===== src/rtl/chip_det_pkg.sv =====
// Shared types and constants for the chip detector and its magnitude stage.
// The helper gives the saturated magnitude of a signed 16-bit sample.
package chip_det_pkg;

  localparam int TS_W_DEF  = 32;
  localparam int LEN_W_DEF = 8;

  localparam logic [15:0] MAG_MAX = 16'h7FFF;

  typedef enum logic [1:0] {
    IDLE   = 2'd0,
    ACTIVE = 2'd1,
    HOLD   = 2'd2
  } det_state_e;

  // -32768 has no positive counterpart in 16 bits, so it clips to MAG_MAX.
  function automatic logic [15:0] sat_abs(input logic [15:0] s);
    logic [15:0] r;
    if (s == 16'h8000)
      r = MAG_MAX;
    else if (s[15])
      r = ~s + 16'd1;
    else
      r = s;
    return r;
  endfunction

endpackage


===== src/rtl/chip_mag.sv =====
// Registered saturated-magnitude stage with its valid pipeline bit.
// Reusable front end for any threshold detector fed by a signed sample stream.
module chip_mag
  import chip_det_pkg::*;
(
  input  logic        clk_sys,
  input  logic        rst,
  input  logic [15:0] d1_data,
  input  logic        d1_vld,
  input  logic        cfg_en,
  output logic [15:0] mag_q,
  output logic        vld_q
);

  // NOTE: sequential state is always written with non-blocking assignments so
  // every register samples the pre-edge value of every other register.
  always_ff @(posedge clk_sys) begin
    if (rst) begin
      mag_q <= '0;
      vld_q <= 1'b0;
    end else begin
      vld_q <= d1_vld & cfg_en;
      if (d1_vld)
        mag_q <= sat_abs(d1_data);
    end
  end

endmodule


===== src/rtl/chip_det.sv =====
// Chip detector: qualifies runs of above-threshold sample magnitudes and emits
// one peak/length/timestamp record per chip, followed by an optional holdoff.
module chip_det
  import chip_det_pkg::*;
#(
  parameter int TS_W  = TS_W_DEF,
  parameter int LEN_W = LEN_W_DEF
) (
  input  logic             clk_sys,
  input  logic             rst,
  input  logic [15:0]      d1_data,
  input  logic             d1_vld,
  input  logic             cfg_en,
  input  logic [15:0]      cfg_chip_th,
  input  logic [LEN_W-1:0] cfg_chip_min,
  input  logic [LEN_W-1:0] cfg_chip_hold,
  output logic             chip_vld,
  output logic [15:0]      chip_peak,
  output logic [LEN_W-1:0] chip_len,
  output logic [TS_W-1:0]  chip_ts,
  output logic [15:0]      chip_cnt,
  output logic             det_busy
);

  localparam logic [LEN_W-1:0] LEN_MAX = '1;

  logic [15:0]      mag_q;
  logic             vld_q;

  det_state_e       state_q, state_d;
  logic [TS_W-1:0]  ts_q;
  logic [15:0]      run_peak_q, run_peak_d;
  logic [LEN_W-1:0] run_len_q, run_len_d;
  logic [TS_W-1:0]  run_ts_q, run_ts_d;
  logic [LEN_W-1:0] hold_cnt_q, hold_cnt_d;
  logic             emit;

  logic             above;
  logic [LEN_W-1:0] min_eff;
  logic [LEN_W-1:0] hold_nxt;

  chip_mag u_chip_mag (
    .clk_sys (clk_sys),
    .rst     (rst),
    .d1_data (d1_data),
    .d1_vld  (d1_vld),
    .cfg_en  (cfg_en),
    .mag_q   (mag_q),
    .vld_q   (vld_q)
  );

  assign above    = (mag_q >= cfg_chip_th);
  assign min_eff  = (cfg_chip_min == '0) ? LEN_W'(1) : cfg_chip_min;
  assign hold_nxt = hold_cnt_q + 1'b1;
  assign det_busy = (state_q != IDLE);

  // NOTE: every signal driven here gets a default first, so no path through
  // the case statement can leave one unassigned and infer a latch.
  always_comb begin
    state_d    = state_q;
    run_peak_d = run_peak_q;
    run_len_d  = run_len_q;
    run_ts_d   = run_ts_q;
    hold_cnt_d = hold_cnt_q;
    emit       = 1'b0;

    if (!cfg_en) begin
      // Disabling aborts any chip in progress without a record.
      state_d = IDLE;
    end else if (vld_q) begin
      unique case (state_q)
        IDLE: begin
          if (above) begin
            state_d    = ACTIVE;
            run_peak_d = mag_q;
            run_len_d  = LEN_W'(1);
            run_ts_d   = ts_q;
          end
        end

        ACTIVE: begin
          if (above) begin
            if (run_len_q != LEN_MAX) begin
              run_len_d  = run_len_q + 1'b1;
              run_peak_d = (mag_q > run_peak_q) ? mag_q : run_peak_q;
            end else begin
              // Length cap: the capping sample closes the chip but is not counted.
              emit       = 1'b1;
              state_d    = HOLD;
              hold_cnt_d = '0;
            end
          end else if (run_len_q >= min_eff) begin
            emit       = 1'b1;
            state_d    = (cfg_chip_hold == '0) ? IDLE : HOLD;
            hold_cnt_d = '0;
          end else begin
            state_d = IDLE;
          end
        end

        HOLD: begin
          hold_cnt_d = hold_nxt;
          if (hold_nxt >= cfg_chip_hold)
            state_d = IDLE;
        end

        default: state_d = IDLE;
      endcase
    end
  end

  always_ff @(posedge clk_sys) begin
    if (rst) begin
      state_q    <= IDLE;
      ts_q       <= '0;
      run_peak_q <= '0;
      run_len_q  <= '0;
      run_ts_q   <= '0;
      hold_cnt_q <= '0;
      chip_vld   <= 1'b0;
      chip_peak  <= '0;
      chip_len   <= '0;
      chip_ts    <= '0;
      chip_cnt   <= '0;
    end else begin
      state_q    <= state_d;
      run_peak_q <= run_peak_d;
      run_len_q  <= run_len_d;
      run_ts_q   <= run_ts_d;
      hold_cnt_q <= hold_cnt_d;
      if (vld_q && cfg_en)
        ts_q <= ts_q + 1'b1;

      chip_vld <= emit;
      if (emit) begin
        chip_peak <= run_peak_q;
        chip_len  <= run_len_q;
        chip_ts   <= run_ts_q;
        chip_cnt  <= chip_cnt + 16'd1;
      end
    end
  end

endmodule


===== config.mk =====
export PLATFORM = sky130hd
export DESIGN_NAME = chip_det
export DESIGN_NICKNAME = d
export VERILOG_FILES = /design/src/rtl/chip_det_pkg.sv /design/src/rtl/chip_mag.sv /design/src/rtl/chip_det.sv
export SDC_FILE = /design/constraint.sdc
export NUM_CORES = 1
export LEC_CHECK = 0
export ABC_AREA = 1
export CAP_MARGIN = 15
export CORE_UTILIZATION = 40
export DETAILED_ROUTE_END_ITERATION = 10
export MAX_ROUTING_LAYER = met4
export SYNTH_ARGS = -nofsm -noshare
export SYNTH_HDL_FRONTEND = slang
export SYNTH_SLANG_ARGS = --single-unit

===== constraint.sdc =====
create_clock -name clk_sys -period 2.1 [get_ports clk_sys]
set_input_delay 0.42 -clock clk_sys [delete_from_list [all_inputs] [get_ports clk_sys]]
set_output_delay 0.42 -clock clk_sys [all_outputs]
set_load 0.02 [all_outputs]

# Word-level counts from Yosys, hierarchy flattened
# Cells that the tools add are included.
# word_totals
register_bits,188
input_bits,52
out_inout_bits,74
word_cells,78
# classes
n_addsub,5
order_cmp,4
n_eq_ne,11
n_mux,29
bitwise,3
n_reduce_logical,13
# op_table
cell,n
$mux W16,6
$mux W8,7
$add A16 B1 Y16 const B,2
$add A32 B1 Y32 const B,1
$pmux W16 S2,1
$pmux W8 S2,2
$add A8 B1 Y8 const B,2
$eq A16 B16 Y1 const B,1
$ge A16 B16 Y1,1
$ge A8 B8 Y1,2
$gt A16 B16 Y1,1
$logic_not A8 Y1,2
$not A16 Y16,1
$mux W2,6
$ne A2 B2 Y1 const B,5
$ne A8 B8 Y1 const B,1
$reduce_and A4 Y1,2
$reduce_and A7 Y1,1
$mux W1,6
$ne A3 B3 Y1 const B,2
$pmux W2 S3,1
$reduce_and A6 Y1,1
$reduce_bool A2 Y1,3
$reduce_and A5 Y1,1
other kinds (7),7

# Depth between registers and ports, before layout
# Gate-level depths: netlist (run 1).
# depth
word_depth,8
depth_mapped,18
mapped_depth_nobuf,18

# Hierarchy
# A second synthesis (run 1) with hierarchy kept.
# hier_totals
cells_unflattened,1390
area_unflattened_um2,9854.5
# by_module_without_submodules
mod,n_inst,cells_per_inst,area_each_um2,seq_area_each_um2
chip_det,1,1231,8846.0,3423.3
chip_mag,1,159,1008.5,340.3

# Least setup slack after synthesis (run 1)
# OpenSTA, ideal clock, no wires.
# synth_path
path_type,input -> register
startpoint,input cfg_chip_min[1]
endpoint,register chip_ts[10]
setup_time_ps,70
arrival_time_ps,2058
required_time_ps,2030
path_slack_ps,-28
cell_stages,17
n_path_buf,2
path_cell_list,nor4_1 -> a41o_1 -> ha_1 -> inv_1 -> nand2_1 -> nand2_1 -> nand2_1 -> nand2_1 -> nand2_1 -> nand2_1 -> nor2_1 -> nand3_1 -> nand3_2 -> buf_6 -> buf_4 -> o21ai_0 -> a21oi_1
# synth_between
elab_chain_cells,8
# synth_lines
element,line_no,rtl
from (decl),chip_det.sv:15,"input logic [LEN_W-1:0] cfg_chip_min,"
$logic_not A8 Y1,chip_det.sv:53,assign min_eff = (cfg_chip_min == '0) ? LEN_W'(1) : cfg_chip_min;
$mux W8 *,chip_det.sv:53,
$ge A8 B8 Y1 *,chip_det.sv:92,end else if (run_len_q >= min_eff) begin
$mux W1 *,chip_det.sv:92,
$mux W1 *,chip_det.sv:82,if (above) begin
$mux W1 *,chip_det.sv:71,unique case (state_q)
$mux W1 *,chip_det.sv:70,end else if (vld_q) begin
$mux W1 *,chip_det.sv:67,if (!cfg_en) begin
to (signal assigned),chip_det.sv:138,chip_ts <= run_ts_q;
to (decl),chip_det.sv:20,"output logic [TS_W-1:0] chip_ts,"
# Every way passes the cells marked *; elsewhere a longest branch is shown, timed or not.
# A chain may end at the register's enable or synchronous reset.

# Worst setup path after layout (run 1)
# layout_path
startpoint,register hold_cnt_q[0]
endpoint,register state_q[0]
# layout_between
elab_chain_cells,4
# layout_lines
element,line_no,rtl
from (decl),chip_det.sv:35,"logic [LEN_W-1:0] hold_cnt_q, hold_cnt_d;"
from (signal assigned),chip_det.sv:130,hold_cnt_q <= hold_cnt_d;
$add A8 B1 Y8,chip_det.sv:54,assign hold_nxt = hold_cnt_q + 1'b1;
$ge A8 B8 Y1,chip_det.sv:103,if (hold_nxt >= cfg_chip_hold)
$ne A2 B2 Y1 (no source line),-,
$reduce_and A4 Y1 (no source line),-,
to (signal assigned),chip_det.sv:126,state_q <= state_d;
to (decl),chip_det.sv:30,"det_state_e state_q, state_d;"
# No other way between the ends.

==> results of run 1 <==
worst paths after layout:
kind | endpoint | slack [ns] | cells after the start | from
min reg2reg | chip_len[3]$_SDFFE_PP0P_ | 0.44 | 2 | chip_len[3]$_SDFFE_PP0P_
min | chip_len[3]$_SDFFE_PP0P_ | 0.44 | 2 | chip_len[3]$_SDFFE_PP0P_
max | state_q[0]$_SDFFE_PP0P_ | -0.21 | 13 | hold_cnt_q[0]$_SDFFE_PP0P_
max reg2reg | state_q[0]$_SDFFE_PP0P_ | -0.21 | 13 | hold_cnt_q[0]$_SDFFE_PP0P_
Yosys cell counts, drive strengths merged, types with 12 or more instances:
cell / instances
dfxtp: 188
xor2: 21
xnor2: 12
inv: 214
nor3: 31
nand2: 226
buf: 27
nor2: 119
nand4: 26
a21oi: 167
ha: 53
o21ai: 96
clkbuf: 27
nand3: 90
what timing repair did:
item / in CTS / in global routing
endpoints found under the hold margin: 0 / 0
buffers inserted: 13 / 3
cloned: 10 / 9
endpoints found under the setup margin: 139 / 150
pin swaps: 50 / 69
gates resized for setup: 163 / 151
sequential cells by signal (all words and copies together) (netlist names):
signal,cells
hold_cnt_q,8
run_ts_q,32
run_peak_q,16
chip_len,8
state_q,2
run_len_q,8
u_chip_mag.vld_q,1
chip_cnt,16
chip_vld,1
chip_ts,32
ts_q,32
chip_peak,16
u_chip_mag.mag_q,16
routing by layer:
layer | track usage, % | up-vias | routed length (um)
met5 | - | - | 0
met4 | 6.49 | 0 | 444
met3 | 2.69 | 32 | 1010
met2 | 35.4 | 206 | 12000
met1 | 31.6 | 4283 | 13500
li1 | - | 4810 | -
layout make-up:
type                       count  area, um^2  area share, %
inverter                     215         813           5.90
clock inverter                12        96.3          0.698
multi-input combinational    882        5510           39.9
timing repair buffer         261        2760           20.0
tap                          319         399           2.89
clock buffer                  19         433           3.14
sequential                   188        3780           27.4
cell usage in the layout, fill, tap and decap left out, drive strengths merged, types with 2 or more instances in the layout:
cell type,instances
a211oi,4
a21oi,167
a31oi,7
and3,2
buf,136
clkbuf,24
clkdlybuf4s50,100
clkinv,10
dfxtp,188
dlygate4sd2,18
dlymetal6s2s,2
ha,53
inv,216
nand2,226
nand3,90
nand3b,3
nand4,26
nor2,119
nor3,31
nor3b,6
nor4,5
o211ai,2
o21a,4
o21ai,96
or2,4
xnor2,12
xor2,21
tightest hold or removal path: stages (launching register included):
cell and delay, ns:
dfxtp_1 0.31, inv_1 0.04, a21oi_1 0.04
kinds of logic (layout without fill, tap and decap cells):
logic type / count (synthesis) / count (layout) / synth area share (%)
flip-flops: 188 / 188 / 39.5
adder cells (fa/ha/maj): 53 / 53 / 6.96
XOR/XNOR: 33 / 33 / 3.03
AO/OA/AOI/OAI: 284 / 284 / 15.5
AND/OR/NAND/NOR: 512 / 512 / 23.9
buffers and inverters: 269 / 507 / 11.2
metrics by stage:
step	worst slack, ns	util, %	std cells	setup TNS, ns	area, um^2
2_1_floorplan	-0.0000591	-	1339	-0.0000591	9550
3_3_place_gp	-0.854	50.6	1833	-103.12	11800
3_5_place_dp	-0.912	50.6	1833	-109.42	11800
4_1_cts	-0.157	56.5	1887	-0.309	13200
5_1_grt	-0.313	58.9	1896	-3.86	13800
6_report	-0.207	58.9	1896	-0.439	13800
where the power goes:
part | switching (uW) | internal, uW | total (uW)
combinational | 422 | 357 | 779
sequential | 27.8 | 3590 | 3620
clock | 1460 | 1520 | 2980
total | 1910 | 5470 | 7380
==> qor.txt, run 1 <==
Leak Pwr: 0.00549 uW
Ranking of synthesized cells by area: dfxtp_1 39%, a21oi_1 8.7%, nand2_1 8.5%
HPWL after detailed placement: 16,900 um
Total core area: 0.0234 mm^2
Clock skew: 0.00818 ns
DR pass1 iterations: 5
Worst skew pair latency: 0.44 ns
Post-Syn Instances: 1,339
# Max-Cap Violations: 0
F_max: 433 MHz
Synth warn: 0
Syn avg cell area: 7.12 um^2
Area leader, netlist: dfxtp_1
Synth Register Bits: 188
Slowest stage delay, CP: 0.40 ns
Rel. slew slack: 62.4%
Worst Setup Start Kind: flip-flop
Initial DRC Count: 398
Die X: 156 um
Worst slew pin tran: 0.559 ns
Crit path required time: 2.43 ns
Final setup viols: 5
Pwr/cell area: 535 mW/mm^2
Layout Nets: 1,670
Setup Crit Path Kind: flip-flop to flip-flop
Ys flop type: dfxtp_1
Most common cell on crit path: nand2_1
Total Power: 7380 uW
CTS tree: yes
Max-slew violation count: 0
Remaining DRCs: 0
# diodes: 0
Initial Utilization: 40.7%
Worst-path clk slew: 0.07 ns
Layout fillers: 2,152
Area Overhead vs Synth: 44.7%
Crit path cell chain: ha_4 > nand3_2 > nand3b_1 > xnor2_2 > ha_1 > nand2_1 > nor2_1 > a211oi_2 > nand4_1 > nand3_2 > nand2_1 > nand2_1 > nor2_1
Ports: 126
Routed vias/inst: 4.92
Die Span Y: 156 um
EDFF count, synth: 0
Hold Fails Final Rpt: 0
Num CTS Buffers: 17
Routed via count: 9,331
Period utilization: 110%
Largest net degree at the start of global routing: 70
Drt total wl: 27,000 um
Critical path arrival: 2.64 ns
CTS H-tree depth: 4
Hold Path Class: flip-flop to flip-flop
Via count of the first global-routing pass: 8,684
Post-route antenna net violation count: 0
Final critical-path required period: 2.31 ns
Total GRT Usage: 23.0%
Clk sink count: 188
CTS max path bufs: 2
Count of cell types in the netlist: 40
Clock root buffer: clkbuf_16
Port bufs: 125
WL/cell: 14.2 um
RSZ-0062 raised after global routing: true
Failing checks: negative setup slack
CP bufs+invs: 0
Cell Area, Synth: 0.00953 mm^2
Top delay family on crit path: simple AND/OR/NAND/NOR gates
Setup ws final: -0.207 ns
Layout cells sized above 1: 22.9%
Initial antenna violation count: 0
FP Rows: 56
Total grt overflow: 0
Worst Path Max Fanout: 4
Crit end category: flip-flop
Outcome: finished with violations
Syn_nets: 1,444
Peak supply drop: 0.000453 V
Sequential area share after synthesis: 39.5%
GPL Wtd Cong: 0.861
Area of the die: 0.0245 mm^2
Hold_buf cts: 0
Yosys top cell area share: 39.5%
Worst hold slack: 0.441 ns
First-pass GRT wire length: 43,400 um
Async S/R FF share, synth: 0%
Worst path slowest cell: dfxtp_4
(Power assumes the default switching activity.)
==> run 2: changes to the inputs <==
RECOVER_POWER = 100   (was not set)
SYNTH_HIERARCHICAL = 1   (was not set)
==> run 2 against run 1 <==
- clock skew up 0.0018 ns
- worst hold slack worse by 0.12 ns
- synthesized area increased by 3.4%
- non-clock buffer count grew 8
- first-iteration DRC count increased by 77%
- fmax grew 1.6%
- the run still ends with negative setup slack left
- die area increased by 3.3%
- power grew 4.5%
- critical path type unchanged
==> qor.txt, run 2 <==
Outcome: finished with violations
Failing checks: negative setup slack
Most used routing layer: met2
Die Span Y: 159 um (+1.7%)
Routed via count: 9,962 (+6.8%)
HPWL after detailed placement: 18,400 um (+9.1%)
RSZ-0062 raised after global routing: true
# diodes: 0 (unchanged)
Clock root buffer: clkbuf_16
Setup Crit Path Kind: flip-flop to flip-flop
Area leader, netlist: dfxtp_1
Rel. slew slack: 64.3% (+1.9 points)
Async S/R FF share, synth: 0% (unchanged)
Post-Syn Instances: 1,390 (+3.8%)
Initial DRC Count: 703 (+77%)
Yosys top cell area share: 38.2% (-1.3 points)
Via count of the first global-routing pass: 9,254 (+6.6%)
Final setup viols: 126 (+121)
Min-Delay Path Depth: 2 (unchanged)
Count of cell types in the netlist: 41 (+2.5%)
Period utilization: 108% (-1.7 points)
Met2 Use GR: 35.6% (+0.17 points)
Setup ws final: -0.171 ns (+0.0361 ns)
Top-count cell post-synth: nand2_1
Synth Register Bits: 188 (unchanged)
Area of the die: 0.0253 mm^2 (+3.3%)
Hold Fails Final Rpt: 0 (unchanged)
Post-route antenna net violation count: 0 (unchanged)
Pwr/cell area: 517 mW/mm^2 (-3.4%)
Pre-CTS setup slack: -0.755 ns (+0.156 ns)
Most frequent cells in the layout: 224 x nand2_1, 182 x inv_1, 168 x dfxtp_1, 125 x nor2_1, 97 x a21oi_1
# Max-Cap Violations: 0 (unchanged)
Most common cell after layout, fill and taps aside: nand2_1
Synth cell count leaders: 248 x nand2_1, 195 x inv_1, 188 x dfxtp_1
Layout fillers: 2,110 (-2.0%)
Grt met1 use: 31.2% (-0.36 points)
Initial Utilization: 40.6% (-0.089 points)
Crit end category: flip-flop
Core Util, Final: 61.6% (+2.6 points)
Placed cell area: 0.0121 mm^2 (+1.8%)
Initial antenna violation count: 0 (unchanged)
Layout cells sized above 1: 29.1% (+6.2 points)
Worst skew pair latency: 0.44 ns (about the same)
Met3 Track Usage GR: 2.84% (+0.15 points)
Clk sink count: 188 (unchanged)
Ys flop type: dfxtp_1
Cell Area, Synth: 0.00985 mm^2 (+3.4%)
Ranking of synthesized cells by area: dfxtp_1 38%, nand2_1 9.4%, a21oi_1 8.6%
Routed vias/inst: 5.08 (+3.2%)
Worst-path clk slew: 0.08 ns (about the same)
CTS max path bufs: 2 (unchanged)
Post-Layout Inst Area: 0.0149 mm^2 (+8.2%)
Syn avg cell area: 7.09 um^2 (-0.41%)
Worst slew pin tran: 0.531 ns (-0.0276 ns)
CTS H-tree depth: 4 (unchanged)
Num CTS Buffers: 17 (unchanged)
Worst Setup Start Kind: flip-flop
Remaining DRCs: 0 (unchanged)
Total GRT Usage: 23.0% (+0.045 points)
Layout Nets: 1,729 (+3.5%)
Syn_nets: 1,495 (+3.5%)
FP Rows: 57 (+1.8%)
Total core area: 0.0242 mm^2 (+3.6%)
Drt total wl: 30,200 um (+12%)
First-pass GRT wire length: 46,300 um (+6.5%)
Leak Pwr: 0.00600 uW (+9.3%)
Area Overhead vs Synth: 51.5%
Port bufs: 125 (unchanged)
CTS tree: yes
DR pass1 iterations: 5 (unchanged)
F_max: 440 MHz (+1.6%)
Hold Path Class: input pin to flip-flop
Largest net degree at the start of global routing: 73 (+4.3%)
Peak supply drop: 0.000515 V (+14%)
Crit path required time: 2.44 ns (about the same)
R2r worst-path depth: 11 (-2)
Critical path arrival: 2.61 ns (-0.03 ns)
Hold_buf cts: 0 (unchanged)
Sequential area share after synthesis: 38.2% (-1.3 points)
Ports: 126 (unchanged)
Clock skew: 0.00994 ns (+0.00176 ns)
Top flop regs: chip_ts (32), run_ts_q (32), ts_q (32)
GPL Wtd Cong: 0.887 (+3.1%)
Synth warn: 6 (+6)
Max-slew violation count: 0 (unchanged)
Worst Path Max Fanout: 5 (+1)
EDFF count, synth: 0 (unchanged)
Die X: 159 um (+1.7%)
Total grt overflow: 0 (unchanged)
Final critical-path required period: 2.27 ns (-0.0361 ns)
WL/cell: 15.4 um (+8.1%)
[run 2: critical path, cell delays in order, from the launching register on]
cell       delay [ns]
dfxtp_2          0.34
ha_4             0.26
nand4_1          0.19
nor3_2           0.27
nand2_4          0.10
buf_6            0.14
nand3_4          0.09
nand3_4          0.19
buf_12           0.21
clkbuf_16        0.16
o21ai_4          0.15
a21oi_2          0.06
[run 2: kinds of logic after synthesis]
logic type,synth area share (%)
compound gates,14.1
xor+xnor,3.82
fa+ha+maj,6.73
buf+inv,10.7
flops,38.2
simple gates,26.4
[run 2: final timing paths]
path	start	slack [ns]	endpoint
worst min-delay path	rst	0.32	run_len_q[1]$_SDFFE_PP0P_
worst min register to register	chip_ts[14]$_SDFFE_PP0P_	0.44	chip_ts[14]$_SDFFE_PP0P_
worst max-delay path	u_chip_mag/mag_q[14]$_SDFFE_PP0P_	-0.17	chip_peak[7]$_SDFFE_PP0P_
worst max register to register	u_chip_mag/mag_q[14]$_SDFFE_PP0P_	-0.17	chip_peak[7]$_SDFFE_PP0P_
[run 2: stage by stage]
stage	std cells	power (uW)	TNS, ns	hold WS (ns)
finish	1961	7720	-8.29	0.317
global route	1961	8020	-24.45	0.318
CTS	1948	7660	-1.49	0.311
detailed placement	1879	4360	-92.65	0.435
global placement	1879	4350	-87.43	0.431
floorplan	1390	4070	-0.918	0.441
[run 2: final cells by class]
cell class | count | area (um^2) | share of cell area, %
clock buffers | 17 | 425 | 2.85
repair buffers | 269 | 3020 | 20.2
clock inverters | 15 | 166 | 1.11
multi-input cells | 945 | 6330 | 42.4
repair inverters | 1 | 11.3 | 0.0754
flip-flops and latches | 188 | 3800 | 25.4
well taps | 324 | 405 | 2.72
inverters | 202 | 776 | 5.20
[run 2: what timing repair did]
action                     CTS  global route
gates cloned                14            11
buffers inserted            25             7
setup endpoints to repair  140           142
pin swaps                   62            96
gates resized for setup    224           216
[run 2: per-layer routing]
| metal | share of wire, % | routed length, um |
|---|---|---|
| met1 | 47 | 14100 |
| met2 | 47 | 14200 |
| met3 | 3.8 | 1130 |
| met4 | 2.5 | 743 |
| met5 | 0 | 0 |
[run 2: report_power, final]
group	switching [uW]	internal, uW	leakage, uW
Sequential	27.8	3590	0.00153
Combinational	473	377	0.00419
Clock	1640	1610	0.000284
